### src/rtl/uart_tx_arbiter.sv
// Round-robin arbiter sharing one UART transmitter between two byte sources,
// with burst lock, start/busy handshake, inter-byte gap and acknowledge timeout.
`timescale 1ns/1ps
module uart_tx_arbiter #(
  parameter int ACK_TIMEOUT = 20000,
  parameter int GAP_CYCLES  = 0,
  parameter int LOCK_IDLE   = 256
) (
  input  logic       clk,
  input  logic       reset,
  input  logic       i_req0_valid,
  input  logic [7:0] i_req0_data,
  input  logic       i_req0_last,
  output logic       o_req0_ready,
  input  logic       i_req1_valid,
  input  logic [7:0] i_req1_data,
  input  logic       i_req1_last,
  output logic       o_req1_ready,
  output logic       o_tx_start,
  output logic [7:0] o_tx_data,
  input  logic       i_tx_busy,
  output logic [1:0] o_grant,
  output logic       o_err,
  input  logic       i_err_clr
);

  localparam int CNT_MAX = (ACK_TIMEOUT > GAP_CYCLES) ? ACK_TIMEOUT : GAP_CYCLES;
  localparam int CNT_W   = $clog2(CNT_MAX + 1);
  localparam int LCK_W   = $clog2(LOCK_IDLE + 1);
  localparam logic [CNT_W-1:0] ACK_LAST  = CNT_W'(ACK_TIMEOUT - 1);
  localparam logic [CNT_W-1:0] GAP_LAST  = CNT_W'(GAP_CYCLES - 1);
  localparam logic [LCK_W-1:0] LOCK_LAST = LCK_W'(LOCK_IDLE - 1);

  typedef enum logic [1:0] {
    ST_IDLE      = 2'd0,
    ST_WAIT_ACK  = 2'd1,
    ST_WAIT_DONE = 2'd2,
    ST_GAP       = 2'd3
  } state_t;

  state_t           state_r, state_s;
  logic [CNT_W-1:0] cnt_r, cnt_s;
  logic [LCK_W-1:0] lock_cnt_r, lock_cnt_s;
  logic             lock_r, lock_s;
  logic             last_r, last_s;
  logic             busy_meta_r, busy_sync_r;
  logic             tx_start_r, tx_start_s;
  logic [7:0]       tx_data_r, tx_data_s;
  logic             ready0_r, ready0_s;
  logic             ready1_r, ready1_s;
  logic [1:0]       grant_r, grant_s;
  logic             err_r, err_s;
  logic             err_set_s;
  logic             pick_vld_s;
  logic             pick_s;

  // Register bank, including the two-flop synchroniser for the slow-domain busy
  always_ff @(posedge clk or posedge reset) begin
    if (reset) begin
      state_r     <= ST_IDLE;
      cnt_r       <= '0;
      lock_cnt_r  <= '0;
      lock_r      <= 1'b0;
      last_r      <= 1'b1;
      busy_meta_r <= 1'b0;
      busy_sync_r <= 1'b0;
      tx_start_r  <= 1'b0;
      tx_data_r   <= 8'h00;
      ready0_r    <= 1'b0;
      ready1_r    <= 1'b0;
      grant_r     <= 2'b00;
      err_r       <= 1'b0;
    end else begin
      state_r     <= state_s;
      cnt_r       <= cnt_s;
      lock_cnt_r  <= lock_cnt_s;
      lock_r      <= lock_s;
      last_r      <= last_s;
      busy_meta_r <= i_tx_busy;
      busy_sync_r <= busy_meta_r;
      tx_start_r  <= tx_start_s;
      tx_data_r   <= tx_data_s;
      ready0_r    <= ready0_s;
      ready1_r    <= ready1_s;
      grant_r     <= grant_s;
      err_r       <= err_s;
    end
  end

  // Arbitration and transmitter sequencing; last_r doubles as the round-robin pointer
  always_comb begin
    state_s    = state_r;
    cnt_s      = cnt_r;
    lock_cnt_s = lock_cnt_r;
    lock_s     = lock_r;
    last_s     = last_r;
    tx_start_s = tx_start_r;
    tx_data_s  = tx_data_r;
    ready0_s   = 1'b0;
    ready1_s   = 1'b0;
    grant_s    = grant_r;
    err_set_s  = 1'b0;
    pick_vld_s = 1'b0;
    pick_s     = 1'b0;
    case (state_r)
      ST_IDLE: begin
        if (lock_r) begin
          pick_s     = last_r;
          pick_vld_s = last_r ? i_req1_valid : i_req0_valid;
        end else if (i_req0_valid && i_req1_valid) begin
          pick_s     = ~last_r;
          pick_vld_s = 1'b1;
        end else if (i_req0_valid) begin
          pick_s     = 1'b0;
          pick_vld_s = 1'b1;
        end else if (i_req1_valid) begin
          pick_s     = 1'b1;
          pick_vld_s = 1'b1;
        end else begin
          pick_s     = 1'b0;
          pick_vld_s = 1'b0;
        end
        if (pick_vld_s) begin
          state_s    = ST_WAIT_ACK;
          cnt_s      = '0;
          lock_cnt_s = '0;
          tx_start_s = 1'b1;
          tx_data_s  = pick_s ? i_req1_data : i_req0_data;
          ready0_s   = ~pick_s;
          ready1_s   = pick_s;
          grant_s    = pick_s ? 2'b10 : 2'b01;
          last_s     = pick_s;
          lock_s     = ~(pick_s ? i_req1_last : i_req0_last);
        end else if (lock_r) begin
          if (lock_cnt_r == LOCK_LAST) begin
            lock_s     = 1'b0;
            grant_s    = 2'b00;
            lock_cnt_s = '0;
          end else begin
            lock_cnt_s = lock_cnt_r + LCK_W'(1);
          end
        end else begin
          lock_cnt_s = '0;
        end
      end
      ST_WAIT_ACK: begin
        if (busy_sync_r) begin
          tx_start_s = 1'b0;
          state_s    = ST_WAIT_DONE;
          cnt_s      = '0;
        end else if (cnt_r == ACK_LAST) begin
          // Byte is dropped: the requester was already acknowledged
          tx_start_s = 1'b0;
          err_set_s  = 1'b1;
          lock_s     = 1'b0;
          grant_s    = 2'b00;
          state_s    = ST_IDLE;
          cnt_s      = '0;
        end else begin
          cnt_s = cnt_r + CNT_W'(1);
        end
      end
      ST_WAIT_DONE: begin
        if (!busy_sync_r) begin
          cnt_s = '0;
          if (GAP_CYCLES > 0) begin
            state_s = ST_GAP;
          end else begin
            state_s = ST_IDLE;
            grant_s = lock_r ? grant_r : 2'b00;
          end
        end else begin
          cnt_s = cnt_r;
        end
      end
      ST_GAP: begin
        if (cnt_r == GAP_LAST) begin
          state_s = ST_IDLE;
          cnt_s   = '0;
          grant_s = lock_r ? grant_r : 2'b00;
        end else begin
          cnt_s = cnt_r + CNT_W'(1);
        end
      end
      default: begin
        state_s    = ST_IDLE;
        cnt_s      = '0;
        tx_start_s = 1'b0;
      end
    endcase
  end

  // Sticky error: a new timeout wins over a coincident clear
  always_comb begin
    if (err_set_s) begin
      err_s = 1'b1;
    end else if (i_err_clr) begin
      err_s = 1'b0;
    end else begin
      err_s = err_r;
    end
  end

  assign o_req0_ready = ready0_r;
  assign o_req1_ready = ready1_r;
  assign o_tx_start   = tx_start_r;
  assign o_tx_data    = tx_data_r;
  assign o_grant      = grant_r;
  assign o_err        = err_r;

endmodule
### config.mk
export PLATFORM = sky130hd
export DESIGN_NAME = uart_tx_arbiter
export DESIGN_NICKNAME = d
export VERILOG_FILES = /design/src/rtl/uart_tx_arbiter.sv
export SDC_FILE = /design/constraint.sdc
export NUM_CORES = 1
export LEC_CHECK = 0
export CORE_ASPECT_RATIO = 1.1
export CORE_MARGIN = 8
export CORE_UTILIZATION = 55
export DETAILED_ROUTE_END_ITERATION = 6
export PLACE_DENSITY = 0.88
export SLEW_MARGIN = 20
export SYNTH_ARGS = -nofsm -noshare
export SYNTH_HDL_FRONTEND = slang
export SYNTH_SLANG_ARGS = --single-unit
### constraint.sdc
create_clock -name clk -period 3 [get_ports clk]
set_clock_uncertainty 0.1 [all_clocks]
set_input_delay 0.6 -clock clk [delete_from_list [all_inputs] [get_ports clk]]
set_output_delay 0.6 -clock clk [all_outputs]
set_load 0.02 [all_outputs]
Word level (Yosys, flattened, before mapping)
Index checks and enable logic that the tools add are counted.

Input port bits: 24. Word-level logic and storage cells: 96. Output and inout port bits: 14. Bits in registers: 44.

Add/sub/neg operators: 2. Equality and inequality tests: 14. Bitwise gates (word level): 3. Muxes and demuxes: 54. Reduce and logical (&&, ||, !) cells: 10.

Operators with widths (count): 15-bit two-way mux (5); 15-bit case mux with 4 select lines (1); 15-bit equality test, second input constant (2); 1-bit two-way mux (27); 9-bit two-way mux (3); 2-bit two-way mux (13); 2-bit case mux with 4 select lines (2); 15-bit by 1-bit adder with 15-bit output, second input constant (1); 2-bit != test, second input constant (5); 9-bit by 1-bit adder with 9-bit output, second input constant (1); 9-bit by 8-bit equality test with 1-bit output, second input constant (1); 3-bit != test, second input constant (3); 8-bit two-way mux (1); 3-bit AND reduction (2); 6-bit AND reduction (1); 2-bit equality test, second input constant (2); 1-bit case mux with 2 select lines (2); 2-bit AND reduction (2); 4-bit AND reduction (1); 2-bit nonzero test (2); 1-bit inverter (3); 2-bit by 1-bit equality test with 1-bit output, second input constant (1); 2-bit logical NOT (1); 1-bit logical AND (1).

Depth between registers and ports, before layout
Depth after elaboration: 9. Mapped depth: 8. Gate-level depth less buffers: 6.

Worst setup path after synthesis
No wires, ideal clock.

Path type: flip-flop to flip-flop. Start: reg lock_cnt_r[0]. End: reg grant_r[1], in the netlist o_grant[1]. Clock period less this slack: 1.822 ns. Path slack: 1.178 ns. Setup time: 0.132 ns. Stages on the path, launching flop included: 7. Required time: 2.768 ns. Arrival: 1.589 ns. Cells stage by stage: dfrtp_1 ha_1 nand3_1 nor4_1 nand2_1 a211oi_2 o22ai_1.

Longest elaborated chain between the ends: 3.

RTL lines: from (decl) (RTL line 43) `logic [LCK_W-1:0] lock_cnt_r, lock_cnt_s;`; from (signal assigned) (RTL line 76) `lock_cnt_r <= lock_cnt_s;`; 9-bit by 8-bit equality test with 1-bit output (RTL line 135) `if (lock_cnt_r == LOCK_LAST) begin`; 3-bit != test (no source line); 6-bit AND reduction (no source line); to (signal assigned) (RTL line 85) `grant_r <= grant_s;`; to (decl) (RTL line 51) `logic [1:0] grant_r, grant_s;`.

No other way between the ends. A chain may end at the register's enable or synchronous reset.

Worst setup path in the final report
Start: reg cnt_r[0]. End: reg cnt_r[5].

Longest elaborated chain between the ends: 4. Elaborated cells between the ends (all ways): 7. Classes of those cells: add/sub: 1; eq/ne: 2; mux: 4.

RTL lines: from (decl) (RTL line 42) `logic [CNT_W-1:0] cnt_r, cnt_s;`; from (signal assigned) (RTL line 75) `cnt_r <= cnt_s;`; 15-bit by 1-bit adder with 15-bit output / 15-bit equality test (equally long branches) (RTL line 160, 182, 151); 15-bit two-way mux (RTL line 151) `end else if (cnt_r == ACK_LAST) begin`; 15-bit two-way mux (RTL line 147) `if (busy_sync_r) begin`; 15-bit case mux with 4 select lines * (RTL line 105) `case (state_r)`.

Every way passes the cells marked *; elsewhere a longest branch is shown, timed or not.

==> metrics.csv <==
stage;metric;value;unit
floorplanning;core-area;3990;sq um
worst_setup_path;critical-path-max-stage-delay;0.59;ns
power;p_leak;0.00116;uW
synth;synth_seq_area_share;48.1;%
layout;drive_gt1_share;7.30;%
floorplanning;core.rowCount;24;
synth;synth.top_cells.by_area;dfrtp_1, nand2_1, mux2i_1, o21ai_0, xor2_1;
worst_hold_path;holdCritPathClass;reg2reg;
global_route;grt_pass1_vias;1906;
cts;cts_buffers;5;
cts;clk_pin_slew;0.08;ns
layout;nFillCells;297;
floorplanning;dieWidth;77.5;um
timing;setup_tns;0;ns
global_route;grt_pass1_wl;8.96;mm
worst_setup_path;r2r_start;cnt_r[0];
worst_setup_path;critical_path_required;3.05;ns
timing;post-route-period-util;78.2;%
synth;synth-async-reset-ratio;100;%
worst_setup_path;crit_fanout;19;
timing;fmax;426;MHz
timing;rsz0062_at_grt;no;
timing;final-hold-violation-count;0;
cts;post_cts_buffers;0;
run;maxCapViolations;0;
placement;port_buffers;37;
cts;cts_sinks;44;
synth;yosys_warnings;0;
synth;synth_top_area_share;47.0;%
layout;mostFrequentLayoutCells;dfrtp_1, clkdlybuf4s50_1, nand2_1;
placement;dp_hpwl;3.84;mm
placement;routabilityCongestion;0.807;
detailed_routing;viasPerCell;5.93;
layout;final_common_cell;dfrtp_1;
timing;report.final.slew_viol_count;0;
outcome;run_status;complete, no violations;
layout;area_growth;21.3;%
placement;dp_cells;318;
floorplanning;initial_core_util;57.4;%
worst_setup_path;crit_family;simple AND/OR/NAND/NOR gates;
global_route;antenna_found_initial;0;
synth;synth.distinct_cells;57;
floorplanning;die_h;83.7;um
layout;num_antenna_cells;0;
synth;syn-cell-area;2290;sq um
power;ir_worst_vdd;442;uV
cts;cts_resized;0;
floorplanning;io-pin-count;38;
cts;htreeDepth;2;
synth;ys_ff_latch;44;
cts;clk_path_buf_depth;2;
cts;root_buffer;clkbuf_8;
detailed_routing;wl_per_cell;16.1;um
worst_setup_path;path_buf_inv;0;
detailed_routing;drc_errors;0;
global_route;grt_overflow;0;
cts;cts_tree;built;
layout;final_cell_count_no_fill;326;
timing;finalCriticalPeriod;2.35;ns
synth;synthCells;235;
detailed_routing;dr.pass1.iters;4;
timing;worst_pin_slew;0.701;ns
synth;synthFlopType;dfrtp_1;
global_route;grt_use_total;16.9;%
synth;syn-mean-instance-area;9.75;sq um
worst_setup_path;crit_path_end_kind;flip-flop;
cts;clock_latency;0.29;ns
detailed_routing;vias;1933;
power;power_density;742;nW/um^2
detailed_routing;wirelength;5.24;mm
worst_setup_path;critPathLaunchType;flip-flop;
synth;synth_top_area_cell;dfrtp_1;
timing;setup_viol;0;
layout;num-nets-final;299;
worst_setup_path;startpoint;cnt_r[0];
worst_setup_path;criticalPathCategory;reg2reg;
synth;synth_nets;261;
layout;fin_util;69.6;%
synth;synth_edf_count;0;
floorplanning;die_area;6490;sq um
detailed_routing;drt-initial-drc-count;100;
worst_hold_path;hp-start;busy_meta_r;
detailed_routing;ant_nets;0;
cts;postCtsHoldBufs;0;
global_route;grt_start_max_net_pins;32;
worst_setup_path;slowest_stage;nor3_4;
worst_setup_path;arrival;2.40;ns
worst_setup_path;cp_cell_sequence;ha_1 > nand4_1 > o221a_1 > nor3_4 > o21ba_2 > o22ai_1;
timing;slew-limit-headroom;52.8;%
[flip-flops by register name, summed over array words and instances, names as in the netlist]
name          flops
busy_meta_r       1
busy_sync_r       1
cnt_r            15
last_r            1
lock_cnt_r        9
lock_r            1
o_err             1
o_grant           2
o_req0_ready      1
o_req1_ready      1
o_tx_data         8
o_tx_start        1
state_r           2
[kinds of logic after synthesis]
| logic type | count (synthesis) | synth area share, % |
|---|---|---|
| compound gates | 65 | 18.7 |
| xor+xnor | 10 | 3.82 |
| fa+ha+maj | 2 | 1.09 |
| buf+inv | 20 | 4.42 |
| flops | 44 | 48.1 |
| mux | 10 | 4.37 |
| simple gates | 84 | 19.4 |
[worst paths after layout]
path	to	slack [ns]	cells after the start
max in group asynchronous	last_r	1.57	3
worst min register to register	busy_sync_r	0.27	0
min in group asynchronous	cnt_r[10]	0.47	2
worst max register to register	cnt_r[5]	0.65	6
worst min-delay path	busy_sync_r	0.27	0
worst max-delay path	cnt_r[5]	0.65	6
[cell type report]
class / instances / area, sq um / share of cell area (%)
sequential: 44 / 1100 / 39.7
multi-input combinational: 171 / 1090 / 39.1
timing repair buffer: 40 / 393 / 14.1
clock buffer: 8 / 90.1 / 3.24
tap: 52 / 65.1 / 2.34
inverter: 11 / 41.3 / 1.49
[cell usage after synthesis (3+ instances only)]
cell type	n
o21ai_0	19
nor2_1	8
dfrtp_1	43
o21bai_1	3
o22ai_1	3
nand3_1	12
a31oi_1	3
xor2_1	7
a21oi_1	5
nand4_1	5
o21ai_1	8
a21o_1	3
xnor2_1	3
mux2i_1	10
buf_2	3
o31ai_1	3
nand2_1	34
a22o_1	3
inv_1	11
[metrics by stage]
stage               area [sq um]  power [uW]  hold slack, ns  worst slack, ns
global route                2780        2200           0.278            0.485
CTS                         2780        2080           0.268            0.656
global placement            2690        1650           0.262            0.635
detailed placement          2690        1690           0.252            0.590
floorplan                   2290        1440           0.231             1.18
finish                      2780        2060           0.269            0.654
[routing by layer]
layer | track usage (%) | up-vias | wire length (um)
met5 | 0 | - | 0
met4 | 9.62 | 0 | 252
met3 | 4.96 | 24 | 257
met2 | 28.3 | 65 | 2680
met1 | 18.5 | 928 | 2050
li1 | - | 916 | -
[power by group]
group / internal, uW / switching, uW
logic: 349 / 373
clock network: 188 / 190
registers: 761 / 200
[worst reg2reg max path, cell delays in order (launching register included)]
cell and delay, ns:
dfrtp_1 0.39, ha_1 0.25, nand4_1 0.23, o221a_1 0.32, nor3_4 0.59, o21ba_2 0.25, o22ai_1 0.07
(Power assumes the default switching activity.)
